File: config.mk
export PLATFORM = sky130hd
export DESIGN_NAME = c16_keyscan
export DESIGN_NICKNAME = d
export VERILOG_FILES = /design/src/rtl/c16_keyscan_pkg.sv /design/src/rtl/c16_keyscan_key_debounce.sv /design/src/rtl/c16_keyscan.sv
export SDC_FILE = /design/constraint.sdc
export NUM_CORES = 1
export LEC_CHECK = 0
export CORE_MARGIN = 3
export CORE_UTILIZATION = 50
export CTS_CLUSTER_SIZE = 20
export DETAILED_ROUTE_END_ITERATION = 6
export GPL_ROUTABILITY_DRIVEN = 0
export GPL_TIMING_DRIVEN = 0
export PLACE_DENSITY = 0.68
export SLEW_MARGIN = 5
export SYNTH_ARGS = -nofsm -noshare
export SYNTH_HDL_FRONTEND = slang
export SYNTH_SLANG_ARGS = --single-unit
File: constraint.sdc
create_clock -name clk -period 17.3 [get_ports clk]
set_input_delay 1.73 -clock clk [delete_from_list [all_inputs] [get_ports clk]]
set_output_delay 1.73 -clock clk [all_outputs]
set_load 0.05 [all_outputs]
File: src/rtl/c16_keyscan_pkg.sv
// +------------------------------------------------------------------+
// | c16_pkg: shared constants and scan FSM encoding for c16_keyscan  |
// | Rev 1.0                                                          |
// +------------------------------------------------------------------+
`default_nettype none

package c16_pkg;

   localparam int KEY_COUNT   = 65;
   localparam int ROWS        = 8;
   localparam int COLS        = 8;
   localparam int RESTORE_IDX = 64;

   typedef enum logic [1:0] {
      ST_IDLE   = 2'd0,
      ST_DRIVE  = 2'd1,
      ST_SAMPLE = 2'd2,
      ST_UPDATE = 2'd3
   } keyscan_state_t;

endpackage

`default_nettype wire

File: src/rtl/c16_keyscan_key_debounce.sv
// +------------------------------------------------------------------+
// | c16_key_debounce: frame-based debounce counter for a single key  |
// | Rev 1.0                                                          |
// +------------------------------------------------------------------+
`default_nettype none

module c16_key_debounce
   import c16_pkg::*;
#(
   parameter int DEBOUNCE_SCANS = 4
)(
   input  logic clk,
   input  logic reset,
   input  logic update,
   input  logic raw,
   output logic key
);

   localparam logic [3:0] c_cnt_last = 4'(DEBOUNCE_SCANS - 1);

   logic [3:0] r_cnt;

   // The counter only advances on frame updates, so it counts disagreeing frames.
   always_ff @(posedge clk or posedge reset) begin
      if (reset) begin
         r_cnt <= 4'd0;
         key   <= 1'b1;
      end else if (update) begin
         if (raw == key) begin
            r_cnt <= 4'd0;
         end else if (r_cnt == c_cnt_last) begin
            key   <= raw;
            r_cnt <= 4'd0;
         end else begin
            r_cnt <= r_cnt + 4'd1;
         end
      end
   end

endmodule

`default_nettype wire

File: src/rtl/c16_keyscan.sv
// +------------------------------------------------------------------+
// | c16_keyscan: C64/C16 keyboard matrix row scanner with debounce   |
// | Rev 1.0                                                          |
// +------------------------------------------------------------------+
`default_nettype none

module c16_keyscan
   import c16_pkg::*;
#(
   parameter int SETTLE_CYCLES  = 64,
   parameter int DEBOUNCE_SCANS = 4
)(
   input  logic                 clk,
   input  logic                 reset,
   input  logic                 enable,
   input  logic [7:0]           col_in,
   input  logic                 restore_n,
   output logic [7:0]           row_out,
   output logic [KEY_COUNT-1:0] keys,
   output logic                 scan_done
);

   localparam int c_cnt_w = (SETTLE_CYCLES > 1) ? $clog2(SETTLE_CYCLES) : 1;
   localparam logic [c_cnt_w-1:0] c_settle_last = c_cnt_w'(SETTLE_CYCLES - 1);

   localparam logic [1:0] c_st_idle   = ST_IDLE;
   localparam logic [1:0] c_st_drive  = ST_DRIVE;
   localparam logic [1:0] c_st_sample = ST_SAMPLE;
   localparam logic [1:0] c_st_update = ST_UPDATE;

   logic [1:0]           r_state;
   logic [2:0]           r_row_idx;
   logic [c_cnt_w-1:0]   r_settle_cnt;
   logic                 r_scan_done;
   logic [COLS-1:0]      r_col_meta;
   logic [COLS-1:0]      r_col_sync;
   logic                 r_restore_meta;
   logic                 r_restore_sync;
   logic [KEY_COUNT-1:0] w_raw;
   logic                 w_update;
   logic                 w_sample;

   always_ff @(posedge clk or posedge reset) begin
      if (reset) begin
         r_col_meta     <= '1;
         r_col_sync     <= '1;
         r_restore_meta <= 1'b1;
         r_restore_sync <= 1'b1;
      end else begin
         r_col_meta     <= col_in;
         r_col_sync     <= r_col_meta;
         r_restore_meta <= restore_n;
         r_restore_sync <= r_restore_meta;
      end
   end

   always_ff @(posedge clk or posedge reset) begin
      if (reset) begin
         r_state      <= c_st_idle;
         r_row_idx    <= 3'd0;
         r_settle_cnt <= '0;
         r_scan_done  <= 1'b0;
      end else begin
         r_scan_done <= (r_state == c_st_update);
         case (r_state)
            c_st_idle: begin
               if (enable) begin
                  r_row_idx    <= 3'd0;
                  r_settle_cnt <= '0;
                  r_state      <= c_st_drive;
               end
            end
            c_st_drive: begin
               r_settle_cnt <= r_settle_cnt + 1'b1;
               if (r_settle_cnt == c_settle_last) begin
                  r_state <= c_st_sample;
               end
            end
            c_st_sample: begin
               r_settle_cnt <= '0;
               if (r_row_idx == 3'd7) begin
                  r_state <= c_st_update;
               end else begin
                  r_row_idx <= r_row_idx + 3'd1;
                  r_state   <= c_st_drive;
               end
            end
            c_st_update: begin
               r_row_idx    <= 3'd0;
               r_settle_cnt <= '0;
               // Enable is only consulted here, so a frame always runs to completion.
               r_state      <= enable ? c_st_drive : c_st_idle;
            end
            default: begin
               r_state <= c_st_idle;
            end
         endcase
      end
   end

   assign w_sample  = (r_state == c_st_sample);
   assign w_update  = (r_state == c_st_update);
   assign scan_done = r_scan_done;

   always_comb begin
      row_out = 8'hFF;
      if ((r_state == c_st_drive) || (r_state == c_st_sample)) begin
         row_out = ~(8'h01 << r_row_idx);
      end
   end

   // Each column keeps its own 8 row samples so the raw vector is laid out col*8+row.
   generate
      for (genvar c = 0; c < COLS; c++) begin : g_col
         logic [ROWS-1:0] r_bits;

         always_ff @(posedge clk or posedge reset) begin
            if (reset) begin
               r_bits <= '1;
            end else if (w_sample) begin
               r_bits[r_row_idx] <= r_col_sync[c];
            end
         end

         assign w_raw[c*ROWS +: ROWS] = r_bits;
      end
   endgenerate

   // Restore is taken straight from the synchroniser during the update cycle itself.
   assign w_raw[RESTORE_IDX] = r_restore_sync;

   generate
      for (genvar k = 0; k < KEY_COUNT; k++) begin : g_key
         c16_key_debounce #(
            .DEBOUNCE_SCANS(DEBOUNCE_SCANS)
         ) u_debounce (
            .clk    (clk),
            .reset  (reset),
            .update (w_update),
            .raw    (w_raw[k]),
            .key    (keys[k])
         );
      end
   endgenerate

endmodule

`default_nettype wire
==> results_dict.tcl, run 1 <==
set metrics [dict create \
    status "completed" \
    cts_setup_buffers 0 \
    syn_to_final_growth_pct 15.39 \
    grt_pass1_vias 15250 \
    synth_edf_count 0 \
    postRouteAntennaNets 0 \
    worst_skew_pair.late_latency_ps 570 \
    async_flop_share_pct 100.0 \
    drtPass1Iterations 6 \
    cts_tree "done" \
    pwr-share-seq_pct 38.2 \
    cts_made_buffers 47 \
    regToRegSetupSlack_ps 14620 \
    vias 15230 \
    pwr_density_cell_nw_per_um2 132.5 \
    clock_path_buffers 3 \
    avgSynthCellArea_um2 10.57 \
    port_buffers 85 \
    crit_chain "inv_1 > ha_1 > nor2b_1 > nand2_1 > clkdlybuf4s50_1" \
    io_pins 86 \
    cp_data_required_time_ps 15570 \
    cp_num_cells 5 \
    overflow 0 \
    synthesis.nets 2074 \
    yosys-top-cells-count "dfrtp_1, nand2_1, mux2_2" \
    wirelength_mm 49.50 \
    ys_warn_count 0 \
    crit_buf_inv 2 \
    synthCells 1985 \
    yosys-top-cells-area "dfrtp_1, dfstp_2, mux2_2, ha_1, o21ai_0" \
    p_leak_nw 10.65 \
    path_max_fanout 6 \
    rsz0062_at_grt "false" \
    swShare_pct 35.26 \
    core_area_um2 41110 \
    htree_levels 2 \
    end_kind "output port" \
    cts.hold.buffers_added 0 \
    finClkSkew_ps 9.316 \
    grt_max_degree 122 \
    rr_startpoint "r_state[0]" \
    final.period_utilization_pct 24.91 \
    hold_ws_ps 349.9 \
    dp_slack_ps 13510 \
    ys_seq_area_share_pct 50.86 \
    max_stage_delay_ps 820 \
    fin_nets 2212 \
    critical_path.top_delay_family "buffers and inverters" \
    drt_iter0_markers 1083 \
    ctsResizeCount 0 \
    max-vdd-ir-drop_uv 88.51 \
    cts.reportedPaths.clkPinSlew_ps 60 \
    dp_hpwl_mm 32.29 \
    drive_gt1_share_pct 23.18 \
    routedWlPerCell_um 18.38 \
    worst-r2r-cell-count 5 \
    maxCapViolations 0 \
    power_mw 3.206 \
    antenna_found_initial 0 \
    power.switching_mw 1.131 \
    cpMaxStageDelayCell "clkdlybuf4s50_1" \
    p_comb_share_pct 29.7 \
    n_antenna_cell 0 \
    viasPerCell 5.656 \
    grt.total_usage_pct 22.50 \
    start_util_pct 51.03 \
    slew_violations 0 \
    grt_pass1_wl_mm 80.12 \
    startpoint "r_state[0]" \
    synth.most_common_cell "dfrtp_1" \
    post-route-util_pct 58.88 \
    worst_slack_ps 12990 \
    fillCellCount 3428 \
    start_kind "flip-flop" \
    core.rowCount 74 \
    worst_pin_slew_ps 1288 \
    cts.sinks 419 \
    path_class "reg -> out" \
    arrival_ps 2580 \
    root_buffer "clkbuf_16" \
    synth-seq-cells 419 \
    regToRegEndpoint "g_col[4].r_bits[3]" \
    yosysUniqueCellTypes 41 \
    synth-main-ff-cell "dfrtp_1" \
    hold_viol_final 0 \
    crit_end "row_out[2]" \
    die_w_um 210.8 \
    p_clk_share_pct 32.2 \
    die_y_um 210.8 \
    setup_violations 0 \
    synth_largest_area_cell "dfrtp_1" \
    hp-class "reg -> reg" \
    max_freq_mhz 232.0 \
    drc 0 \
    dieArea_um2 44450 \
    synth_top_area_share_pct 32.44 \
    slew_headroom_pct 13.86 \
    synth_area_um2 20980 \
    p_int_mw 2.076 \
    post-route-min-period_ps 4310 \
]
-- routing by layer --
metal	GRT usage (%)	wire length [um]	up-vias
met5	0	0	-
met4	7.159	1376	0
met3	4.203	2468	100
met2	36.74	23200	371
met1	30.71	22450	7559
li1	-	-	7201
-- power groups by stage --
stage          clock network [mW]  logic (mW)  registers (mW)
6_report                     1.03       0.951            1.22
5_1_grt                      1.10        1.04            1.24
4_1_cts                      1.06       0.958            1.22
3_5_place_dp                    0       0.954            1.24
3_3_place_gp                    0       0.927            1.23
2_1_floorplan                   0       0.642            1.21
-- kinds of logic (layout without fill, tap and decap cells) --
family                     Yosys count  after routing  share of synthesized area [%]
muxes                              165            165                          9.143
adders and majority gates           77             77                          4.592
and+or+nand+nor                    660            660                          16.02
AOI/OAI and AO/OA                  337            337                          10.38
DFF                                419            419                          50.86
buffers and inverters              259            435                          6.173
xor gates and xnor gates            68             68                          2.839
-- cells in the final DEF (no fill, tap or decap), types with 2 or more instances in the layout --
cell type	n
clkbuf_8	11
nand2b_1	68
mux2_2	149
nand3_1	123
dfstp_2	147
o22ai_1	65
nand4_1	3
nor2b_1	2
buf_1	2
bufinv_16	4
buf_16	3
inv_8	2
inv_1	127
xor2_1	31
buf_4	65
a21o_1	29
a21oi_1	4
nand3b_1	37
nor3_4	4
clkbuf_1	38
nor3b_1	36
o31ai_1	30
dfrtp_1	272
clkinv_2	4
buf_6	4
clkbuf_16	49
ha_1	77
and3_1	37
buf_2	37
a32o_1	36
o21ai_0	141
nor2_1	76
xnor2_1	37
clkdlybuf4s50_1	85
mux2_4	16
nand2_1	175
nor3_1	95
a21boi_0	29
-- through the flow --
stage	instances	area [um^2]	setup TNS [ps]
floorplan	1985	20980	0
global placement	2602	22500	-311020
detailed placement	2606	22610	0
CTS	2693	24210	0
global route	2693	24210	0
finish	2693	24210	0
-- registers in the layout (all words and copies together) (netlist names) --
signal and cells:
r_col_meta 8, r_restore_meta 1, r_settle_cnt 6, r_row_idx 3, scan_done 1, r_restore_sync 1, g_key.u_debounce.key 65, r_col_sync 8
g_col.r_bits 64, r_state 2, g_key.u_debounce.r_cnt 260
-- how the worst min path moves through the flow --
stage,start,endpoint,slack (ps),cells past startpoint
after global routing,r_col_meta[2],r_col_sync[2],360,0
after floorplan,r_col_meta[0],r_col_sync[0],350,0
after global placement,r_col_meta[1],r_col_sync[1],350,0
after detailed placement,r_col_meta[5],r_col_sync[5],350,0
final,r_col_meta[2],r_col_sync[2],350,0
after CTS,r_col_meta[0],r_col_sync[0],360,0
-- worst reg2reg max path, stage by stage (launching register included) --
cell,delay [ps]
dfrtp_1,420
inv_1,180
ha_1,170
buf_2,170
nand4_1,1000
mux2_2,680
-- final cells by class --
class / count / area, um^2 / area share (%)
repair buffers: 89 / 948.4 / 3.918
flip-flops and latches: 419 / 10670 / 44.07
clock buffers: 77 / 1441 / 5.954
multi-input cells: 1307 / 9021 / 37.27
inverters: 130 / 498.0 / 2.057
plain buffers: 129 / 804.5 / 3.324
well taps: 532 / 665.6 / 2.750
clock inverters: 10 / 158.9 / 0.6564
No activity file was read; power rests on OpenSTA's default activity.
==> inputs of run 2 (changes only) <==
--- a/config.mk
+++ b/config.mk
@@ -11,7 +11,7 @@
 export DETAILED_ROUTE_END_ITERATION = 6
 export GPL_ROUTABILITY_DRIVEN = 0
 export GPL_TIMING_DRIVEN = 0
-export PLACE_DENSITY = 0.68
+export PLACE_DENSITY = 0.7
 export SLEW_MARGIN = 5
 export SYNTH_ARGS = -nofsm -noshare
 export SYNTH_HDL_FRONTEND = slang
==> constraint.sdc (replaced) <==
create_clock -name clk -period 3.7 [get_ports clk]
set_input_delay 0.37 -clock clk [delete_from_list [all_inputs] [get_ports clk]]
set_output_delay 0.37 -clock clk [all_outputs]
set_load 0.05 [all_outputs]
==> results_dict.tcl, run 2 (synthesized netlist as in run 1, its figures left out) <==
set metrics [dict create \
    status "completed" \
    worst_slack_ps 767.3 \
    grt_pass1_vias 15580 \
    routedWlPerCell_um 18.32 \
    grt_pass1_wl_mm 80.39 \
    die_y_um 210.8 \
    setup_violations 0 \
    cts.reportedPaths.clkPinSlew_ps 60 \
    worst_pin_slew_ps 1237 \
    vias 15450 \
    mostFrequentLayoutCell "dfrtp_1" \
    drtPass1Iterations 5 \
    largest-register "g_key.u_debounce.r_cnt" \
    die_w_um 210.8 \
    finalNonFillerCells 2700 \
    cts.hold.buffers_added 0 \
    grt_max_degree 42 \
    cts_setup_buffers 0 \
    core.rowCount 74 \
    hold_viol_final 0 \
    wirelength_mm 49.47 \
    root_buffer "clkbuf_16" \
    use_met1_pct 30.26 \
    path_class "reg -> out" \
    path_max_fanout 6 \
    n_antenna_cell 0 \
    setup_tns_ps 0 \
    port_buffers 85 \
    pwr_density_cell_nw_per_um2 607.4 \
    cts_tree "done" \
    antenna_found_initial 0 \
    postRouteAntennaNets 0 \
    maxCapViolations 0 \
    hold_ws_ps 193.9 \
    dieArea_um2 44450 \
    core_area_um2 41110 \
    globalRoute.busiestLayer "met2" \
    arrival_ps 2560 \
    drive_gt1_share_pct 23.52 \
    grt.total_usage_pct 22.55 \
    clock_path_buffers 3 \
    dpl.cell_count 2615 \
    reg_top3 "g_key.u_debounce.r_cnt x260, g_key.u_debounce.key x65, g_col.r_bits x64" \
    overflow 0 \
    worst_skew_pair.late_latency_ps 580 \
    ctsResizeCount 0 \
    cts.sinks 419 \
    start_util_pct 51.03 \
    drc 0 \
    final.period_utilization_pct 79.26 \
    largest_register_ffs 260 \
    max_freq_mhz 341.0 \
    cts_made_buffers 46 \
    start_kind "flip-flop" \
    slew_headroom_pct 17.27 \
    syn_to_final_growth_pct 15.72 \
    post-route-min-period_ps 2933 \
    p_leak_nw 10.69 \
    end_kind "output port" \
    dp_slack_ps 1046 \
    final_cell_mix "dfrtp_1, nand2_1, mux2_2" \
    global_route.usage.met2_pct 36.97 \
    finClkSkew_ps 18.68 \
    power_mw 14.75 \
    dp_hpwl_mm 32.87 \
    fin_nets 2220 \
    use_met3_pct 4.263 \
    max-vdd-ir-drop_uv 510.7 \
    io_pins 86 \
    drt_iter0_markers 967 \
    cp_data_required_time_ps 3330 \
    slew_violations 0 \
    viasPerCell 5.722 \
    htree_levels 2 \
    hp-class "in -> async" \
    rsz0062_at_grt "false" \
]
==> run 2: per-layer routing <==
metal,vias to the layer above,wire (um),share of wire [%]
li1,7221,-,-
met1,7718,22260,45
met2,402,22950,46
met3,108,2579,5.2
met4,0,1676,3.4
met5,-,0,0
==> run 2: report_power, final <==
group,switching (mW),internal [mW],leakage [nW]
clock network,1.85,2.71,0.747
registers,0.481,5.25,5.28
logic,2.92,1.54,4.66
==> run 2: through the flow <==
| stage | util, % | cell area [um^2] |
|---|---|---|
| floorplan | - | 20980 |
| global placement | 54.73 | 22500 |
| detailed placement | 55.38 | 22770 |
| CTS | 59.05 | 24280 |
| global route | 59.05 | 24280 |
| finish | 59.05 | 24280 |
==> run 2: layout make-up <==
class                           count  area, um^2
Clock buffer                       77        1439
Fill cell                        3406       16830
Inverter                          130       494.2
Tap cell                          532       665.6
Buffer                            129       804.5
Clock inverter                      8       68.82
Timing Repair Buffer               98        1114
Sequential cell                   419       10670
Multi-Input combinational cell   1307        9021
==> run 2: path summary, 6_finish.rpt <==
kind | startpoint | endpoint | slack (ps) | cells after the start
worst min-delay path | reset | g_key[10].u_debounce.r_cnt[0] | 190 | 2
max in group asynchronous | reset | g_key[51].u_debounce.key | 1980 | 7
worst max register to register | r_state[0] | g_col[2].r_bits[3] | 1070 | 5
min in group clk | col_in[5] | r_col_meta[5] | 200 | 1
worst min register to register | r_col_meta[3] | r_col_sync[3] | 340 | 0
worst max-delay path | r_state[0] | row_out[0] | 770 | 5
==> run 2: critical path, stage by stage, from the launching register on <==
cell and delay [ps]:
dfrtp_1 400, inv_1 130, ha_1 380, nor2b_1 190
nand2_1 70, clkdlybuf4s50_1 830
==> inputs of run 3 (changes only) <==
--- a/config.mk
+++ b/config.mk
@@ -11,7 +11,7 @@
 export DETAILED_ROUTE_END_ITERATION = 6
 export GPL_ROUTABILITY_DRIVEN = 0
 export GPL_TIMING_DRIVEN = 0
-export PLACE_DENSITY = 0.7
+export PLACE_DENSITY = 0.68
 export SLEW_MARGIN = 5
 export SYNTH_ARGS = -nofsm -noshare
 export SYNTH_HDL_FRONTEND = slang
==> constraint.sdc (replaced) <==
create_clock -name clk -period 3 [get_ports clk]
set_input_delay 0.3 -clock clk [delete_from_list [all_inputs] [get_ports clk]]
set_output_delay 0.3 -clock clk [all_outputs]
set_load 0.05 [all_outputs]
==> results_dict.tcl, run 3 (synthesized netlist as in run 1, its figures left out) <==
set metrics [dict create \
    status "completed" \
    final_cell_mix "dfrtp_1, nand2_1, mux2_2" \
    largest-register "g_key.u_debounce.r_cnt" \
    max_freq_mhz 351.0 \
    worst_slack_ps 151.4 \
    p_leak_nw 10.72 \
    worst-r2r-cell-count 5 \
    htree_levels 2 \
    routedWlPerCell_um 18.26 \
    path_class "reg -> out" \
    mostFrequentLayoutCell "dfrtp_1" \
    path_max_fanout 6 \
    hp-class "in -> async" \
    arrival_ps 2550 \
    die_y_um 210.8 \
    postPlaceCellArea_um2 22760 \
    swShare_pct 34.98 \
    grt_max_degree 41 \
    postRouteAntennaNets 0 \
    dp_slack_ps 249.7 \
    die_w_um 210.8 \
    pwr-share-seq_pct 38.5 \
    cts_made_buffers 46 \
    finalNonFillerCells 2701 \
    design_area_um2 24350 \
    end_kind "output port" \
    port_buffers 85 \
    drt_iter0_markers 897 \
    io_pins 86 \
    root_buffer "clkbuf_16" \
    cp_data_required_time_ps 2700 \
    grt_pass1_vias 15300 \
    start_kind "flip-flop" \
    cts_setup_buffers 0 \
    pwr_density_cell_nw_per_um2 753.5 \
    slew_headroom_pct 12.35 \
    viasPerCell 5.636 \
    reg_top3 "g_key.u_debounce.r_cnt x260, g_key.u_debounce.key x65, g_col.r_bits x64" \
    dp_hpwl_mm 33.08 \
    hold_viol_final 0 \
    rsz0062_at_grt "false" \
    dpl.cell_count 2615 \
    regToRegEndpoint "g_col[6].r_bits[3]" \
    max-vdd-ir-drop_uv 594.7 \
    setup_violations 0 \
    fin_nets 2220 \
    syn_to_final_growth_pct 16.06 \
    post-route-util_pct 59.23 \
    p_int_mw 11.93 \
    core.rowCount 74 \
    finClkSkew_ps 14.15 \
    p_clk_share_pct 31.7 \
    drtPass1Iterations 5 \
    vias 15220 \
    final.period_utilization_pct 94.95 \
    cts.sinks 419 \
    power_mw 18.34 \
    core_area_um2 41110 \
    dieArea_um2 44450 \
    drc 0 \
    power.switching_mw 6.416 \
    grt_pass1_wl_mm 80.34 \
    grt.total_usage_pct 22.56 \
    antenna_found_initial 1 \
    worst_pin_slew_ps 1311 \
    start_util_pct 51.03 \
    worst_skew_pair.late_latency_ps 570 \
    rr_startpoint "r_state[0]" \
    cts_tree "done" \
    p_comb_share_pct 29.8 \
    clock_path_buffers 3 \
    largest_register_ffs 260 \
    drive_gt1_share_pct 23.57 \
    maxCapViolations 0 \
    slew_violations 0 \
    overflow 0 \
    wirelength_mm 49.32 \
    cts.reportedPaths.clkPinSlew_ps 60 \
    regToRegSetupSlack_ps 300 \
    post-route-min-period_ps 2849 \
]
## run 3: cell types whose count changed in the layout (fill, tap and decap cells not counted), sizes merged
cell | before | now
dlymetal6s2s | 0 | 2
clkdlybuf4s50 | 85 | 83
clkinv | 6 | 2
clkbuf | 98 | 99
bufinv | 1 | 3
clkinvlp | 1 | 2
diode | 0 | 1
## run 3: worst max-delay path: stages (launching register included)
cell and delay (ps):
dfrtp_1 390, inv_1 130, ha_1 390, nor2b_1 280, nand2_1 90, clkdlybuf4s50_1 700
## run 3: how the worst max path moves through the flow
stage | slack (ps) | from | endpoint | cells past startpoint
floorplan | -2830 | reset | g_key[0].u_debounce.r_cnt[0] | 1
global placement | -5800 | reset | g_key[25].u_debounce.r_cnt[2] | 2
detailed placement | 250 | r_state[0] | g_col[5].r_bits[3] | 5
CTS | 70 | r_state[0] | row_out[2] | 5
global route | 30 | r_state[0] | row_out[1] | 5
finish | 150 | r_state[0] | row_out[1] | 5
## run 3: layout make-up
cell class              count  area (um^2)
plain buffers             129        804.5
well taps                 532        665.6
fillers                  3402        16760
repair buffers             98         1111
clock inverters             7        116.4
clock buffers              78         1463
inverters                 130        494.2
multi-input cells        1307         9021
flip-flops and latches    419        10670
diodes                      1        2.502
## run 3: per-layer routing
metal	track usage [%]	part of all wire [%]
met1	31.05	45
met2	37.28	48
met3	3.000	4.4
met4	7.552	2.6
met5	0	0
## run 3: stage by stage
stage | hold WS (ps) | setup TNS, ps
floorplan | 304.5 | -962280
global placement | 345.6 | -2077850
detailed placement | 347.2 | 0
CTS | 93.13 | 0
global route | 123.5 | 0
finish | 99.94 | 0
## run 3: power by group through the flow
stage	combinational (mW)	clock [mW]	sequential, mW
floorplan	3.70	0	7.00
global placement	5.33	0	7.11
detailed placement	5.50	0	7.14
CTS	5.52	5.96	7.05
global route	5.98	6.22	7.15
finish	5.46	5.82	7.06
## run 3: what timing repair did
item	CTS	global route
hold buffers	0	0
resized for setup	0	2
endpoints found under the setup margin	0	2
